[src/rtl/cc_pkg.sv]
// cc_pkg: Bicc condition encodings, flag bit positions and branch FSM states
package cc_pkg;
  localparam logic [3:0] COND_BN   = 4'b0000;
  localparam logic [3:0] COND_BE   = 4'b0001;
  localparam logic [3:0] COND_BLE  = 4'b0010;
  localparam logic [3:0] COND_BL   = 4'b0011;
  localparam logic [3:0] COND_BLEU = 4'b0100;
  localparam logic [3:0] COND_BCS  = 4'b0101;
  localparam logic [3:0] COND_BNEG = 4'b0110;
  localparam logic [3:0] COND_BVS  = 4'b0111;
  localparam logic [3:0] COND_BA   = 4'b1000;
  localparam logic [3:0] COND_BNE  = 4'b1001;
  localparam logic [3:0] COND_BG   = 4'b1010;
  localparam logic [3:0] COND_BGE  = 4'b1011;
  localparam logic [3:0] COND_BGU  = 4'b1100;
  localparam logic [3:0] COND_BCC  = 4'b1101;
  localparam logic [3:0] COND_BPOS = 4'b1110;
  localparam logic [3:0] COND_BVC  = 4'b1111;
  localparam int FLAG_N = 3;
  localparam int FLAG_Z = 2;
  localparam int FLAG_V = 1;
  localparam int FLAG_C = 0;
  typedef enum logic [1:0] {IDLE, SLOT, ANNUL} state_t;
endpackage

[src/rtl/cond_eval.sv]
// cond_eval: combinational Bicc condition evaluator over {N,Z,V,C}
module cond_eval
  import cc_pkg::*;
(
  input  logic [3:0] i_flags,
  input  logic [3:0] i_cond,
  output logic       o_result
);
  logic w_n, w_z, w_v, w_c;
  logic [7:0] w_tab;
  always_comb begin
    w_n = i_flags[FLAG_N];
    w_z = i_flags[FLAG_Z];
    w_v = i_flags[FLAG_V];
    w_c = i_flags[FLAG_C];
    // cond[3] inverts the base test selected by cond[2:0]
    w_tab = {w_v, w_n, w_c, w_c | w_z, w_n ^ w_v, w_z | (w_n ^ w_v), w_z, 1'b0};
    o_result = i_cond[3] ^ w_tab[i_cond[2:0]];
  end
endmodule

[src/rtl/branch_cond_unit.sv]
// branch_cond_unit: SPARC Bicc resolution, cc register and delay-slot tracking; CC_FWD_EN forwards same-edge flags
module branch_cond_unit
  import cc_pkg::*;
(
  input  logic       Clk,
  input  logic       Clr,
  input  logic       adv,
  input  logic [3:0] flags_in,
  input  logic       cc_we,
  input  logic       is_branch,
  input  logic [3:0] cond,
  input  logic       annul_bit,
  output logic [3:0] cc,
  output logic       taken,
  output logic       annul_slot,
  output logic       in_slot,
  output logic       dcti_err
);
  state_t r_state;
  state_t w_next;
  logic [3:0] r_cc;
  logic [3:0] w_eval_flags;
  logic r_taken, r_err, w_result, w_br;
  always_comb begin
`ifdef CC_FWD_EN
    w_eval_flags = cc_we ? flags_in : r_cc;
`else
    w_eval_flags = r_cc;
`endif
    w_br = (r_state == IDLE) & is_branch;
    // BA with a=1 annuls its slot even though taken
    w_next = !w_br ? IDLE : (annul_bit & (~w_result | (cond == COND_BA))) ? ANNUL : SLOT;
  end
  cond_eval u_eval (
    .i_flags (w_eval_flags),
    .i_cond  (cond),
    .o_result(w_result)
  );
  always_ff @(posedge Clk or posedge Clr) begin
    if (Clr) begin
      r_state <= IDLE;
      r_cc    <= 4'b0000;
      r_taken <= 1'b0;
      r_err   <= 1'b0;
    end else if (adv) begin
      r_state <= w_next;
      r_taken <= w_br & w_result;
      if (cc_we && r_state != ANNUL) r_cc <= flags_in;
      if (is_branch && r_state == SLOT) r_err <= 1'b1;
    end
  end
  assign cc         = r_cc;
  assign taken      = r_taken;
  assign annul_slot = r_state == ANNUL;
  assign in_slot    = r_state != IDLE;
  assign dcti_err   = r_err;
endmodule

[config.mk]
export PLATFORM = sky130hd
export DESIGN_NAME = branch_cond_unit
export DESIGN_NICKNAME = d
export VERILOG_FILES = /design/src/rtl/cc_pkg.sv /design/src/rtl/cond_eval.sv /design/src/rtl/branch_cond_unit.sv
export SDC_FILE = /design/constraint.sdc
export NUM_CORES = 1
export LEC_CHECK = 0
export ABC_AREA = 1
export ABC_CLOCK_PERIOD_IN_PS = 1550
export CAP_MARGIN = 20
export CORE_AREA = 5 5 42 44
export CTS_CLUSTER_DIAMETER = 30
export DETAILED_ROUTE_END_ITERATION = 8
export DIE_AREA = 0 0 47 49
export HOLD_SLACK_MARGIN = 0.08
export PLACE_DENSITY = 0.82
export SETUP_SLACK_MARGIN = 0.1
export SLEW_MARGIN = 20
export SYNTH_ARGS = -nofsm -noshare
export SYNTH_HDL_FRONTEND = slang
export SYNTH_SLANG_ARGS = --single-unit
[constraint.sdc]
create_clock -name Clk -period 1.55 [get_ports Clk]
set_clock_uncertainty 0.05 [all_clocks]
set_input_delay 0.2325 -clock Clk [delete_from_list [all_inputs] [get_ports Clk]]
set_output_delay 0.2325 -clock Clk [all_outputs]
set_load 0.02 [all_outputs]
# Yosys cells after proc, flatten, opt, wreduce, memory -nomap -nowiden
# Cells that the tools add are included.
totals:
  word_cells: 28
  reg_bits: 8
  output_inout_bits: 8
  inputBits: 14
classes:
  n_mux: 4
  n_reduce_logical: 6
  eq_ne: 4
  n_lt_le_gt_ge: 1
  bitwise_logic: 9
op_table:
  columns: ["operator", "n"]
  rows:
  - ["== test 4 bit (second input constant)", 1]
  - ["less-than comparator 3 x 4 -> 1 bit (second input constant)", 1]
  - ["2-to-1 mux 2 bit", 2]
  - ["AND reduction 2 bit", 2]
  - ["AND 1 bit", 3]
  - ["binary-select mux 1 bit (select 3 bit)", 1]
  - ["OR 1 bit", 3]
  - ["== test 2 x 1 -> 1 bit (second input constant)", 1]
  - ["== test 2 bit (second input constant)", 1]
  - ["logical AND 1 bit", 2]
  - ["zero test 2 bit", 1]
  - ["inequality test 2 bit (second input constant)", 1]
  - ["nonzero test 2 bit", 1]
  - ["bitwise XOR 1 bit", 2]
  - ["2-to-1 mux 1 bit", 1]
  - ["inverter 1 bit", 1]

# Depth between registers and ports, before layout
# Gate-level depths: netlist of the first run.
logic_depth:
  ltp_word: 10
  mapped_depth: 11
  depth_no_buf: 11

# Cells and area by module
# From an unflattened synthesis of the first run, not the netlist that was laid out.
hier_totals:
  hier_cells: 69
  area_unflattened_um2: 474.2
by_module_without_submodules:
  columns: ["mod", "cells_per_inst", "area_per_inst_um2", "n_inst", "seq_area_each_um2"]
  rows:
  - ["branch_cond_unit", 46, 371.6, 1, 200.2]
  - ["cond_eval", 23, 102.6, 1, 0.0]

# Worst setup path before layout of the first run
# Ideal clock, no wire load.
synth_timing:
  kind: "register to register"
  startpoint: "reg r_state[0]"
  endpoint: "reg r_cc[2], in the netlist cc[2]"
  setup_time_ns: 0.128
  path_slack_ns: 0.246
  n_path_buf: 0
  arrival_ns: 1.126
  stages_incl_launch_ff: 5
  synth_period_minus_slack_ns: 1.304
  required_time_ns: 1.372
  cell_sequence: "dfrtp_1 -> nor2_2 -> nor2_2 -> nand2_2 -> mux2_1"
synth_via:
  elab_chain_cells: 3
synth_rtl:
  columns: ["item", "line", "rtl"]
  rows:
  - ["from (decl)", "branch_cond_unit.sv:19", "state_t r_state;"]
  - ["from (signal assigned)", "branch_cond_unit.sv:46", "r_state <= w_next;"]
  - ["inequality test 2 bit", "branch_cond_unit.sv:48", "if (cc_we && r_state != ANNUL) r_cc <= flags_in;"]
  - ["logical AND 1 bit", "branch_cond_unit.sv:48", null]
  - ["AND reduction 2 bit (no line)", null, null]
  - ["to (signal assigned)", "branch_cond_unit.sv:48", null]
  - ["to (decl)", "branch_cond_unit.sv:21", "logic [3:0] r_cc;"]
# No other way between the ends.
# A chain may end at the register's enable or synchronous reset.

# Worst setup path after layout of the first run
layout_timing:
  startpoint: "reg r_state[0]"
  endpoint: "out in_slot"
layout_via:
  elab_chain_cells: 1
layout_rtl:
  columns: ["item", "line", "rtl"]
  rows:
  - ["nonzero test 2 bit", "branch_cond_unit.sv:55", "assign in_slot = r_state != IDLE;"]
  - ["to (decl)", "branch_cond_unit.sv:16", "output logic in_slot,"]
# No other way between the ends.

==> results.sh, run 1 <==
export IMPL_status="finished clean"
export IMPL_cts_buffers=3
export IMPL_htreeDepth=1
export IMPL_fin_crit_sh=0.8916
export IMPL_drt_iter0_drc=3
export IMPL_antenna_found_initial=0
export IMPL_final_core_util=0.5295
export IMPL_max_cap_violations=0
export IMPL_syn_nets=76
export IMPL_dieArea_um2=2303
export IMPL_crit_type="reg2out"
export IMPL_synth_seq_cells=8
export IMPL_cts_tree="built"
export IMPL_peakVddDrop_mv=0.5408
export IMPL_ys_warn_count=0
export IMPL_ys_seq_area_frac=0.4167
export IMPL_nFillCells=140
export IMPL_final_layout_size_suffix_gt1_frac=0.2022
export IMPL_core_area_um2=1401
export IMPL_fmax_ghz=0.7236
export IMPL_worst_pin_slew_ns=0.2856
export IMPL_gp_congestion=0.7151
export IMPL_fin_cells=105
export IMPL_drtPass1Iterations=4
export IMPL_place_hpwl_um=928.6
export IMPL_ys_types=14
export IMPL_power_uw=660.5
export IMPL_slew_violations=0
export IMPL_start_kind="flop"
export IMPL_setup_viol=0
export IMPL_seqCellArea_um2=200.2
export IMPL_first_global_vias=447
export IMPL_rows=14
export IMPL_cp_required_ns=1.27
export IMPL_syn_to_final_growth_pct=54.43
export IMPL_hold_viol=0
export IMPL_synth_top_area_share=0.4167
export IMPL_start_util=0.3429
export IMPL_hold_path_class="in2async"
export IMPL_period_minus_slack_ns=1.382
export IMPL_placed_cells=102
export IMPL_grt_start_max_net_pins=9
export IMPL_synth_edf_count=0
export IMPL_io_pins=22
export IMPL_cts_root_buf="clkbuf_4"
export IMPL_clkLatencyLatePin_ns=0.25
export IMPL_synth_largest_area_cell="dfrtp_1"
export IMPL_endpoint_kind="primary output"
export IMPL_die_x_um=47
export IMPL_cts_max_path_buffers=2
export IMPL_avgRoutedWirePerCell_um=10.22
export IMPL_rsz0062_at_grt="no"
export IMPL_grt_usage=0.1123
export IMPL_powerDensity_nw_per_um2=890.3
export IMPL_crit_fanout=4
export IMPL_antenna_cells=0
export IMPL_slowest_stage="dfrtp_1"
export IMPL_p_leak_uw=0.0003884
export IMPL_vias=455
export IMPL_grt_overflow=0
export IMPL_clk_pin_slew_ns=0.05
export IMPL_routed_wl_um=1073
export IMPL_syn_inst=62
export IMPL_antenna_left=0
export IMPL_synth_avg_cell_area_um2=7.749
export IMPL_synth_flop_cell="dfrtp_1"
export IMPL_slowest_delay_ns=0.39
export IMPL_grt_pass1_wl_um=1814
export IMPL_cp_cell_sequence="inv_1 -> nand2_2 -> dlygate4sd2_1"
export IMPL_drc=0
export IMPL_arrival_ns=1.10
export IMPL_clkSinkCount=8
export IMPL_multi_input_area_um2=242.7
export IMPL_die_h_um=49
export IMPL_vias_per_cell=4.333
export IMPL_io_buffers=21
export IMPL_synthTopCellsByArea="dfrtp_1 (42%), nand2_1 (16%), nand3_2 (6.3%), inv_1 (6.3%), nand3_1 (5.2%)"
export IMPL_synth_area_um2=480.5
export IMPL_ys_async_sr_fraction=1.000
export IMPL_final_nets=105
export IMPL_slew_headroom=0.8094
[final cells by class]
type / count / area share
multi-input combinational: 44 / 0.3272
timing repair buffer: 24 / 0.2951
sequential: 8 / 0.2698
inverter: 10 / 0.05059
clock buffer: 3 / 0.03035
tap: 16 / 0.02698
[registers in the layout, indices dropped and copies added (netlist names)]
name	count
taken	1
r_state	2
dcti_err	1
cc	4
[cells in the mapped netlist, types with 2 or more instances]
library cell / instances
mux2_1: 2
inv_1: 8
dfrtp_1: 8
nand2_1: 21
nor2_2: 2
nand3_1: 5
a21oi_1: 2
nor2_1: 3
nand3_2: 3
inv_2: 2
nand2_2: 3
[power by group]
part	switching, µW	internal (µW)	leakage (µW)
Combinational	133	112	0.000281
Sequential	26.4	240	0.0000941
Clock	60.8	87.9	0.0000138
[worst max-delay path: cells and delay by family, from the launching register on]
family | cells | cell delay (ns)
and+or+nand+nor | 1 | 0.07
buffers and inverters | 2 | 0.40
DFF | 1 | 0.39
[layer usage]
metal  up-vias  global-route usage  share of wire
met1       196              0.1312           0.43
met4         0              0.1106          0.037
li1        245                   -              -
met2        10              0.1584           0.48
met3         4             0.02214          0.048
met5         -                   0              0
[logic make-up after synthesis]
kind of cell           count (synthesis)  share of synthesized area
AO/OA/AOI/OAI                          3                    0.03646
buffers and inverters                 10                    0.07813
flip-flops                             8                     0.4167
multiplexers                           2                    0.04687
AND/OR/NAND/NOR                       39                     0.4219
[repair_timing]
action | CTS | global route
endpoints found under the hold margin | 0 | 0
buffers inserted | 0 | 0
hold buffers | 0 | 0
gates resized for setup | 8 | 2
cloned | 0 | 0
setup endpoints to repair | 8 | 1
[stage by stage]
stage | setup slack [ns] | hold slack [ns] | instance area (µm²) | TNS (ns)
2_1_floorplan | 0.2461 | -0.001842 | 480.5 | 0
3_3_place_gp | -0.001042 | 0.4138 | 733.2 | -0.001042
3_5_place_dp | -0.04451 | 0.4143 | 733.2 | -0.08526
4_1_cts | 0.09657 | 0.1824 | 745.7 | 0
5_1_grt | 0.1016 | 0.1816 | 742.0 | 0
6_report | 0.1680 | 0.1770 | 742.0 | 0
[path summary, 6_finish.rpt]
kind                            start         end  slack [ns]  depth (start not counted)
max                        r_state[0]     in_slot        0.17                          3
min                               Clr  r_state[1]        0.18                          2
max reg2reg                     cc[3]  r_state[0]        0.33                         10
min reg2reg                  dcti_err    dcti_err        0.41                          1
max in group asynchronous         Clr  r_state[0]        1.05                          2
min in group Clk             dcti_err    dcti_err        0.41                          1
[cell usage in the layout (no fill, tap or decap)]
master,count
buf_4,3
nand3_2,3
clkbuf_4,3
nand4_1,1
nor2_8,1
mux2_1,2
nand3_1,5
o21bai_1,1
nand2_1,21
inv_1,8
a21oi_1,2
dfrtp_1,8
nand2_2,3
nor2_1,3
clkdlybuf4s50_1,13
inv_2,2
dlygate4sd2_1,7
clkbuf_2,1
nor2_2,2
Note: power is estimated with default switching activity, not from simulation.
==> inputs of run 2 (changes only) <==
--- a/config.mk
+++ b/config.mk
@@ -6,15 +6,16 @@
 export NUM_CORES = 1
 export LEC_CHECK = 0
 export ABC_AREA = 1
-export ABC_CLOCK_PERIOD_IN_PS = 1550
+export ABC_CLOCK_PERIOD_IN_PS = 1400
 export CAP_MARGIN = 20
 export CORE_AREA = 5 5 42 44
-export CTS_CLUSTER_DIAMETER = 30
+export CTS_CLUSTER_DIAMETER = 100
 export DETAILED_ROUTE_END_ITERATION = 8
 export DIE_AREA = 0 0 47 49
 export HOLD_SLACK_MARGIN = 0.08
 export PLACE_DENSITY = 0.82
 export SETUP_SLACK_MARGIN = 0.1
+export SKIP_CTS_REPAIR_TIMING = 1
 export SLEW_MARGIN = 20
 export SYNTH_ARGS = -nofsm -noshare
 export SYNTH_HDL_FRONTEND = slang
==> constraint.sdc (replaced) <==
create_clock -name Clk -period 1.4 [get_ports Clk]
set_clock_uncertainty 0.05 [all_clocks]
set_input_delay 0.21 -clock Clk [delete_from_list [all_inputs] [get_ports Clk]]
set_output_delay 0.21 -clock Clk [all_outputs]
set_load 0.02 [all_outputs]
==> run 2 against run 1 <==
Compared with the run above: cell count rose by 5.7%; global-route usage fell by 0.99 points; clock power rose by 15%; worst hold slack got worse by 0.029 ns; core utilization rose by 7.4 points; sequential share of layout area fell by 3.3 points; first-iteration DRC count rose by 130%; clock-buffer cell count did not move; largest power group is now combinational logic; highest routed layer unchanged.
==> results.sh, run 2 (synthesis results as in run 1) <==
export IMPL_status="finished clean"
export IMPL_power_switching_uw=272.0
export IMPL_netSwitchingFraction=0.3382
export IMPL_clk_pin_slew_ns=0.06
export IMPL_crit_type="reg2reg"
export IMPL_core_area_um2=1401
export IMPL_drt_iter0_drc=7
export IMPL_endpoint_kind="flop"
export IMPL_die_h_um=49
export IMPL_peakVddDrop_mv=0.5532
export IMPL_htreeDepth=1
export IMPL_vias_per_cell=4.595
export IMPL_antenna_cells=0
export IMPL_final_area_um2=845.8
export IMPL_cts_max_path_buffers=2
export IMPL_r2r_end="cc[0]"
export IMPL_worst_pin_slew_ns=0.3031
export IMPL_hold_path_class="in2async"
export IMPL_grt_pass1_wl_um=1766
export IMPL_clkLatencyLatePin_ns=0.25
export IMPL_critical_path_endpoint="cc[0]"
export IMPL_rows=14
export IMPL_cp_cell_sequence="inv_2 -> nor2_4 -> buf_6 -> nor2_4 -> nand2_2 -> mux2_1"
export IMPL_avgRoutedWirePerCell_um=11.43
export IMPL_grt_start_max_net_pins=9
export IMPL_combPwrFrac=0.414
export IMPL_io_pins=22
export IMPL_final_layout_size_suffix_gt1_frac=0.3158
export IMPL_setup_tns_ns=0
export IMPL_crit_family="flip-flops"
export IMPL_syn_to_final_growth_pct=76.04
export IMPL_crit_fanout=3
export IMPL_p_seq_frac=0.372
export IMPL_grt_overflow=0
export IMPL_io_buffers=21
export IMPL_antenna_found_initial=0
export IMPL_place_hpwl_um=928.8
export IMPL_hold_viol=0
export IMPL_dieArea_um2=2303
export IMPL_slowest_stage="dfrtp_1"
export IMPL_slew_violations=0
export IMPL_max_cap_violations=0
export IMPL_die_x_um=47
export IMPL_timing_hold_ws_ns=0.1479
export IMPL_first_global_vias=461
export IMPL_setup_viol=0
export IMPL_final_common_cell="nand2_1"
export IMPL_arrival_ns=1.36
export IMPL_crit_cells=6
export IMPL_fmax_ghz=0.7797
export IMPL_crit_top_cell="nor2_4"
export IMPL_power_uw=804.2
export IMPL_largest_reg_flops=4
export IMPL_routed_wl_um=1269
export IMPL_drc=0
export IMPL_r2r_start="r_state[1]"
export IMPL_grt_usage=0.1024
export IMPL_start_kind="flop"
export IMPL_period_minus_slack_ns=1.282
export IMPL_r2r_slack_ns=0.12
export IMPL_start_util=0.3429
export IMPL_place_area_um2=768.2
export IMPL_mostFrequentLayoutCells="nand2_1 (19), clkdlybuf4s50_1 (11), dlymetal6s2s_1 (9)"
export IMPL_drtPass1Iterations=4
export IMPL_cts_root_buf="clkbuf_4"
export IMPL_cts_tree="built"
export IMPL_reg2reg_depth=6
export IMPL_rsz0062_at_grt="yes"
export IMPL_fin_crit_sh=0.9160
export IMPL_clkSinkCount=8
export IMPL_cts_buffers=3
export IMPL_slew_headroom=0.7977
export IMPL_clockPowerShare=0.214
export IMPL_p_leak_uw=0.0004954
export IMPL_p_int_uw=532.2
export IMPL_gp_congestion=0.7127
export IMPL_antenna_left=0
export IMPL_cp_required_ns=1.48
export IMPL_worst_path_buf_inv=2
export IMPL_critPathLaunch="r_state[1]"
export IMPL_vias=510
export IMPL_slowest_delay_ns=0.39
export IMPL_powerDensity_nw_per_um2=950.8
export IMPL_final_core_util=0.6036
export IMPL_final_nets=111
[run 2: cell types whose count changed in the layout (fill, tap and decap cells not counted), sizes merged]
| cell | previous run | this run |
|---|---|---|
| dlymetal6s2s | 0 | 9 |
| dlygate4sd2 | 7 | 0 |
| buf | 3 | 9 |
| clkdlybuf4s50 | 13 | 11 |
[run 2: worst min-delay path by stage]
stage                to      from  slack, ns
2_1_floorplan     cc[0]       Clr      -0.02
3_3_place_gp   dcti_err  dcti_err       0.41
3_5_place_dp   dcti_err  dcti_err       0.42
4_1_cts        dcti_err       Clr       0.16
5_1_grt        dcti_err       Clr       0.19
6_report       dcti_err       Clr       0.15
[run 2: metrics by stage]
step,instances,setup WS [ns]
after floorplan,62,0.1634
after global placement,106,-0.1246
after detailed placement,106,-0.1689
after CTS,109,-0.2654
after global routing,111,0.08015
final,111,0.1175
[run 2: power groups by stage]
stage / registers (µW) / clock network, µW / logic (µW)
6_report: 299 / 172 / 333
4_1_cts: 297 / 177 / 318
2_1_floorplan: 331 / 0 / 124
5_1_grt: 302 / 195 / 360
3_5_place_dp: 300 / 0 / 316
3_3_place_gp: 299 / 0 / 309
[run 2: layer usage]
layer  track usage  share of wire  vias to the layer above
met5             0              0                        -
met4       0.06912          0.011                        0
met3       0.01845          0.050                        4
met2        0.1652           0.54                       10
met1        0.1156           0.39                      234
li1              -              -                      262
[run 2: layout make-up]
cell class | instances | area [µm²]
repair buffers | 30 | 299.0
flip-flops and latches | 8 | 200.2
well taps | 16 | 20.02
inverters | 10 | 37.54
multi-input cells | 44 | 266.5
clock buffers | 3 | 22.52
fillers | 138 | 555.5
